<file path="src/rtl/tdm_mac_pkg.sv">
// Shared types and width helpers for the time-multiplexed MAC engine.
// Optional build macro: TDM_MAC_SIGNED_EN (two's-complement operands).
package tdm_mac_pkg;

    typedef enum logic [1:0] {
        IDLE = 2'd0,
        MAC  = 2'd1,
        DONE = 2'd2
    } state_t;

    // Full-precision product width for one operand pair
    function automatic int unsigned prod_width(input int unsigned data_w);
        return 2 * data_w;
    endfunction

    // Accumulator width: product plus growth for n_taps additions, never wraps
    function automatic int unsigned acc_width(input int unsigned data_w,
                                              input int unsigned n_taps);
        return prod_width(data_w) + $clog2(n_taps);
    endfunction

endpackage

</file>
<file path="src/rtl/tdm_mac_mult.sv">
// Combinational DATA_W x DATA_W multiplier, product extended to ACC_W.
// TDM_MAC_SIGNED_EN selects two's-complement operands and sign extension.
module tdm_mac_mult
    import tdm_mac_pkg::*;
#(
    parameter int unsigned DATA_W = 8,
    parameter int unsigned ACC_W  = 2 * DATA_W + 1
) (
    input  logic [DATA_W-1:0] i_a,
    input  logic [DATA_W-1:0] i_k,
    output logic [ACC_W-1:0]  o_prod
);

    localparam int unsigned PROD_W = prod_width(DATA_W);
    localparam int unsigned EXT_W  = ACC_W - PROD_W;

    logic [PROD_W-1:0] w_a_ext;
    logic [PROD_W-1:0] w_k_ext;
    logic [PROD_W-1:0] w_prod;

`ifdef TDM_MAC_SIGNED_EN
    // Low PROD_W bits of the extended product are the exact signed product
    assign w_a_ext = {{DATA_W{i_a[DATA_W-1]}}, i_a};
    assign w_k_ext = {{DATA_W{i_k[DATA_W-1]}}, i_k};
    assign w_prod  = w_a_ext * w_k_ext;
    assign o_prod  = {{EXT_W{w_prod[PROD_W-1]}}, w_prod};
`else
    assign w_a_ext = {{DATA_W{1'b0}}, i_a};
    assign w_k_ext = {{DATA_W{1'b0}}, i_k};
    assign w_prod  = w_a_ext * w_k_ext;
    assign o_prod  = {{EXT_W{1'b0}}, w_prod};
`endif

endmodule

</file>
<file path="src/rtl/tdm_mac.sv">
// Sequential dot-product engine: one shared multiplier walks N_TAPS operand
// pairs per vector set. Build macro TDM_MAC_SIGNED_EN enables signed mode.
module tdm_mac
    import tdm_mac_pkg::*;
#(
    parameter int unsigned  DATA_W = 8,
    parameter int unsigned  N_TAPS = 9,
    localparam int unsigned ACC_W  = acc_width(DATA_W, N_TAPS),
    localparam int unsigned TAP_W  = $clog2(N_TAPS)
) (
    input  logic                     clk,
    input  logic                     rst,
    input  logic                     in_valid,
    output logic                     in_ready,
    input  logic [N_TAPS*DATA_W-1:0] a_flat,
    input  logic [N_TAPS*DATA_W-1:0] k_flat,
    output logic                     out_valid,
    input  logic                     out_ready,
    output logic [ACC_W-1:0]         result,
    output logic [TAP_W-1:0]         tap_idx
);

    localparam logic [TAP_W-1:0] TAP_LAST = TAP_W'(N_TAPS - 1);

    state_t            r_state;
    state_t            w_state_nxt;
    logic              w_load;
    logic              w_acc_en;
    logic              w_last;

    logic [DATA_W-1:0] r_a [N_TAPS];
    logic [DATA_W-1:0] r_k [N_TAPS];
    logic [TAP_W-1:0]  r_tap_idx;
    logic [ACC_W-1:0]  r_acc;
    logic [ACC_W-1:0]  r_result;
    logic              r_in_ready;
    logic              r_out_valid;

    logic [DATA_W-1:0] w_a_sel;
    logic [DATA_W-1:0] w_k_sel;
    logic [ACC_W-1:0]  w_prod;
    logic [ACC_W-1:0]  w_acc_sum;

    assign w_a_sel   = r_a[r_tap_idx];
    assign w_k_sel   = r_k[r_tap_idx];
    assign w_acc_sum = r_acc + w_prod;

    tdm_mac_mult #(
        .DATA_W (DATA_W),
        .ACC_W  (ACC_W)
    ) u_mult (
        .i_a    (w_a_sel),
        .i_k    (w_k_sel),
        .o_prod (w_prod)
    );

    // State register
    always_ff @(posedge clk or posedge rst) begin
        if (rst) begin
            r_state <= IDLE;
        end else begin
            r_state <= w_state_nxt;
        end
    end

    // Next-state and datapath control
    always_comb begin
        w_state_nxt = r_state;
        w_load      = 1'b0;
        w_acc_en    = 1'b0;
        w_last      = 1'b0;
        case (r_state)
            IDLE: begin
                if (in_valid) begin
                    w_load      = 1'b1;
                    w_state_nxt = MAC;
                end
            end
            MAC: begin
                w_acc_en = 1'b1;
                if (r_tap_idx == TAP_LAST) begin
                    w_last      = 1'b1;
                    w_state_nxt = DONE;
                end
            end
            DONE: begin
                if (out_ready) begin
                    w_state_nxt = IDLE;
                end
            end
            default: begin
                w_state_nxt = IDLE;
            end
        endcase
    end

    // Operand capture, accumulation and registered handshake outputs
    always_ff @(posedge clk or posedge rst) begin
        if (rst) begin
            for (int i = 0; i < int'(N_TAPS); i++) begin
                r_a[i] <= '0;
                r_k[i] <= '0;
            end
            r_tap_idx   <= '0;
            r_acc       <= '0;
            r_result    <= '0;
            r_in_ready  <= 1'b1;
            r_out_valid <= 1'b0;
        end else begin
            r_in_ready  <= (w_state_nxt == IDLE);
            r_out_valid <= (w_state_nxt == DONE);
            if (w_load) begin
                for (int i = 0; i < int'(N_TAPS); i++) begin
                    r_a[i] <= a_flat[i*DATA_W +: DATA_W];
                    r_k[i] <= k_flat[i*DATA_W +: DATA_W];
                end
                r_acc     <= '0;
                r_tap_idx <= '0;
            end else if (w_acc_en) begin
                r_acc     <= w_acc_sum;
                r_tap_idx <= w_last ? '0 : r_tap_idx + TAP_W'(1);
            end
            // Result is frozen from the final accumulate until the next completion
            if (w_last) begin
                r_result <= w_acc_sum;
            end
        end
    end

    assign in_ready  = r_in_ready;
    assign out_valid = r_out_valid;
    assign result    = r_result;
    assign tap_idx   = r_tap_idx;

endmodule
</file>
<file path="config.mk">
export PLATFORM = sky130hd
export DESIGN_NAME = tdm_mac
export DESIGN_NICKNAME = d
export VERILOG_FILES = /design/src/rtl/tdm_mac_pkg.sv /design/src/rtl/tdm_mac_mult.sv /design/src/rtl/tdm_mac.sv
export SDC_FILE = /design/constraint.sdc
export NUM_CORES = 1
export LEC_CHECK = 0
export CORE_MARGIN = 5
export CORE_UTILIZATION = 50
export DETAILED_ROUTE_END_ITERATION = 10
export MAX_ROUTING_LAYER = met4
export PLACE_DENSITY = 0.9
export SLEW_MARGIN = 10
export SYNTH_ARGS = -nofsm -noshare
export SYNTH_HDL_FRONTEND = slang
export SYNTH_SLANG_ARGS = --single-unit
</file>
<file path="constraint.sdc">
create_clock -name clk -period 6.93 [get_ports clk]
set_clock_uncertainty 0.15 [all_clocks]
set_input_delay 2.079 -clock clk [delete_from_list [all_inputs] [get_ports clk]]
set_output_delay 2.079 -clock clk [all_outputs]
set_load 0.02 [all_outputs]
</file>
; Yosys cells after proc, flatten, opt, wreduce, memory -nomap -nowiden
; Index checks and enable logic that the tools add are counted.
[word_totals]
out_inout_bits = 26
wordCells = 56
register_bits = 192
in_bits = 148
[classes]
n_addsub = 2
n_eq_ne = 4
reduce_logical = 3
multipliers = 1
order_cmp = 1
n_bitwise = 1
muxes = 20
[ops]
columns = operator, count
row1 = $bmux 8 s4, 2
row2 = $mux 20, 2
row3 = $mux 8, 4
row4 = $add 20x16->20, 1
row5 = $mul 8x8->16, 1
row6 = $mux 4, 3
row7 = $mux 2, 3
row8 = $pmux 2 s3, 1
row9 = $ge 5x5->1 const B, 1
row10 = $mux 1, 5
row11 = $not 4->5, 1
row12 = $add 4x1->4 const B, 1
row13 = $eq 2x2->1 const B, 2
row14 = $eq 4x4->1 const B, 1
row15 = $logic_not 2->1, 2
row16 = $eq 2x1->1 const B, 1
row17 = $reduce_bool 2->1, 1

; Longest topological paths before layout
[depth]
word_depth = 8
depth_mapped = 23
ltp_nobuf = 20

; Modules after synthesis
; A second synthesis with hierarchy kept.
[unflattened]
cells_unflattened = 1264
hier_area_um2 = 11489.8
[modules_own_cells]
columns = mod, seq_area_each_um2, cells_each, area_per_inst_um2, n_inst
row1 = tdm_mac, 4805.9, 1016, 9330.2, 1
row2 = tdm_mac_mult, 0.0, 248, 2159.6, 1

; Worst setup path after synthesis
; No wires, ideal clock.
[synth_timing]
path_kind = reg-to-reg
startpoint = reg r_tap_idx[0], in the netlist tap_idx[0]
endpoint = reg r_result[14], in the netlist result[14]
slack_ns = 1.084
t_arrival_ns = 5.571
t_required_ns = 6.655
path_buffers = 3
setup_time_ns = 0.125
synth_period_minus_slack_ns = 5.846
path_stages_with_launch = 24
path_cell_list = dfrtp_1 -> buf_6 -> buf_6 -> mux4_2 -> mux2i_1 -> nor2_1 -> a21oi_4 -> nor2_1 -> fa_1 -> inv_1 -> fa_1 -> inv_1 -> fa_1 -> inv_1 -> fa_1 -> inv_1 -> ha_1 -> buf_2 -> a21oi_1 -> nand2_1 -> or2_1 -> a211o_1 -> xnor2_1 -> mux2_2
[synth_via]
elab_chain_cells = 6
elab_cells_between_ends = 12
classes_between = add/sub: 1 / mul: 1 / eq/ne: 1 / mux: 8 / bitwise: 1
[synth_lines]
columns = element, line
row1 = start: declaration, tdm_mac.sv:33  ; logic [TAP_W-1:0] r_tap_idx;
row2 = start signal: assignment, tdm_mac.sv:121  ; r_tap_idx <= w_last ? '0 : r_tap_idx + TAP_W'(1);
row3 = $not 4->5 (implied by the code), "tdm_mac.sv:44, tdm_mac.sv:45"
row4 = $bmux 8 s4 (on tied branches), "tdm_mac.sv:44, tdm_mac.sv:45"
row5 = $mux 8 (on tied branches) (2 in a row), "tdm_mac.sv:44, tdm_mac.sv:45"
row6 = $mul 8x8->16, tdm_mac_mult.sv:30  ; assign w_prod = w_a_ext * w_k_ext;
row7 = $add 20x16->20, tdm_mac.sv:46  ; assign w_acc_sum = r_acc + w_prod;
row8 = end signal: assignment, tdm_mac.sv:125  ; r_result <= w_acc_sum;
row9 = end: declaration, tdm_mac.sv:35  ; logic [ACC_W-1:0] r_result;
; Parallel ways exist; a longest one is shown, timed or not. The select of a mux whose other input is x is not followed.
; A chain may end at the register's enable or synchronous reset.

; Final worst setup path
[layout_timing]
startpoint = reg r_tap_idx[1], in the netlist tap_idx[1]
endpoint = reg r_result[14], in the netlist result[14]
; Same word-level chain as after synthesis.

==> impl_metrics.tcl <==
set metrics [dict create \
    clock-sinks 192 \
    min_period_ns 6.37 \
    ioPinCount 174 \
    grt_usage 0.219 \
    area_growth_pct 23.2 \
    dpl.hpwl_mm 19.8 \
    coreArea_mm2 0.0219 \
    initial_core_util 0.510 \
    drive_gt1_frac 0.238 \
    grt_overflow 0 \
    cts_hold_buffers 0 \
    place_congestion 0.933 \
    syn_inst 903 \
    die_w_um 159 \
    grt_first_pass_wirelength_mm 43.3 \
    crit_type "reg -> reg" \
    arrival_ns 6.55 \
    most-common-layout-cells "dfrtp_1 (189), clkdlybuf4s50_1 (173), mux2_2 (150)" \
    tritoncts "built" \
    synthFlopType "dfrtp_1" \
    die-area_mm2 0.0254 \
    final_common_cell "dfrtp_1" \
    antenna_found_initial 2 \
    final_antenna_net_count 0 \
    hold_path_class "reg -> reg" \
    avgSynthCellArea_um2 12.4 \
    vias_per_cell 5.52 \
    relSlewSlack 0.274 \
    syn_area_mm2 0.0112 \
    synth_edf_count 0 \
    routed_wl_mm 26.6 \
    ys_warn_count 0 \
    ys_types 56 \
    clock_tree.root_cell "clkbuf_16" \
    postLayoutCoreUtil 0.629 \
    finalHoldViolCount 0 \
    h-tree-depth 4 \
    clk_latency_ns 0.44 \
    die_y_um 159 \
    synth_seq_cells 192 \
    period_share 0.919 \
    synth.net_count 1144 \
    placementRows 54 \
    status "complete, no violations" \
    r2r_setup_slack_ns 0.56 \
    clk_pin_slew_worst_paths_ns 0.08 \
    dr.pass1.iters 7 \
    grt_max_degree 190 \
    route.vias.total 7517 \
    layout.nets 1309 \
    synth_async_sr_flop_share 1.00 \
    drt_iter0_drc 425 \
    post_drt_wl_per_cell_um 19.5 \
    io_buffers 173 \
    rsz0062_at_grt "false" \
    cts_buffers 17 \
    cts_resized 0 \
    max_freq_mhz 157 \
    max_cap_viol_count 0 \
    start_kind "register" \
    slew_violations 0 \
    fin_tns_setup_ns 0 \
    required_ns 7.11 \
    cts_buffer_depth 2 \
    worst_slew_pin_slew_ns 1.08 \
    setup_violations 0 \
    end_kind "register" \
    drcViolationCount 0 \
    post-cts-setup-buffer-count 0 \
    first_global_vias 8140 \
    crit_fanout 38 \
    ys_seq_area_frac 0.430 \
]
## sequential cells by signal, summed over array words and instances (netlist names)
signal,count
r_acc,20
out_valid,1
result,20
r_a,72
r_k,72
tap_idx,4
in_ready,1
r_state,2
## layer usage
layer  routed length (um)  track usage  share of wire
met1                11000        0.283           0.41
met2                13200        0.353           0.49
met3                 1780       0.0443          0.067
met4                  641       0.0648          0.024
met5                    0            -              0
## synth_stat cells (all sizes together) (3+ instances only)
library cell / count / area [um2]
o21ai: 28 / 140
nand4: 3 / 25.0
ha: 43 / 538
o22ai: 3 / 18.8
buf: 30 / 178
mux2i: 16 / 160
nand2: 52 / 195
a21oi: 29 / 265
nor2b: 6 / 37.5
xor2: 5 / 43.8
nor3: 3 / 15.0
xnor2: 8 / 70.1
mux4: 32 / 721
fa: 50 / 1000
a211oi: 3 / 27.5
a22o: 8 / 70.1
a21o: 8 / 60.1
clkbuf: 10 / 38.8
nand2b: 16 / 100
nor2: 61 / 231
or2: 9 / 56.3
mux2: 150 / 1690
nand3: 4 / 20.0
o31ai: 4 / 43.8
dfrtp: 191 / 4780
inv: 107 / 402
## cell families (layout without fill, tap and decap cells)
family	after synthesis	after routing	synth area share
AO/OA/AOI/OAI	97	97	0.0682
XOR/XNOR	13	13	0.0102
adder cells (fa/ha/maj)	93	93	0.138
buffers and inverters	147	325	0.0553
flip-flops	192	192	0.430
multiplexers	198	198	0.230
other	0	2	0
AND/OR/NAND/NOR	163	163	0.0684
## stage by stage
| step | hold slack, ns | std cells | area (um2) | worst slack (ns) |
|---|---|---|---|---|
| after floorplan | 0.312 | 903 | 11200 | 1.08 |
| after global placement | 0.309 | 1329 | 13200 | 0.772 |
| after detailed placement | 0.316 | 1329 | 13200 | 0.586 |
| after CTS | 0.338 | 1361 | 13800 | 0.560 |
| after global routing | 0.353 | 1363 | 13800 | 0.234 |
| final | 0.329 | 1363 | 13800 | 0.561 |
## area by class of cell
type | count | area [um2]
Fill cell | 1664 | 8130
Multi-Input combinational cell | 564 | 5760
Sequential cell | 192 | 4810
Timing Repair Buffer | 186 | 1870
Clock buffer | 18 | 429
Inverter | 107 | 405
Tap cell | 280 | 350
Clock inverter | 14 | 141
Antenna cell | 2 | 5.00
## final timing paths
| path | to | from | cells past startpoint |
|---|---|---|---|
| worst max-delay path | result[14] | tap_idx[1] | 20 |
| worst min register to register | result[2] | result[2] | 2 |
| min in group asynchronous | r_k[63] | rst | 2 |
| max in group asynchronous | tap_idx[1] | rst | 3 |
| worst max register to register | result[14] | tap_idx[1] | 20 |
| worst min-delay path | result[2] | result[2] | 2 |
## worst max-delay path, stage by stage, from the launching register on
cell     delay [ns]
dfrtp_2        0.99
mux4_2         0.42
mux2i_1        0.23
nor2_1         0.09
a21oi_2        0.32
nor2_1         0.12
fa_1           0.50
inv_1          0.06
fa_1           0.53
inv_1          0.05
fa_1           0.47
inv_1          0.05
fa_1           0.47
inv_1          0.04
ha_1           0.39
a21oi_1        0.27
nand2_1        0.14
or2_1          0.29
a211o_1        0.28
xnor2_1        0.14
mux2_2         0.27
Power is left out: the tool's default activity adds up to more than one toggle a clock period on the data nets, which glitch-free logic cannot reach.
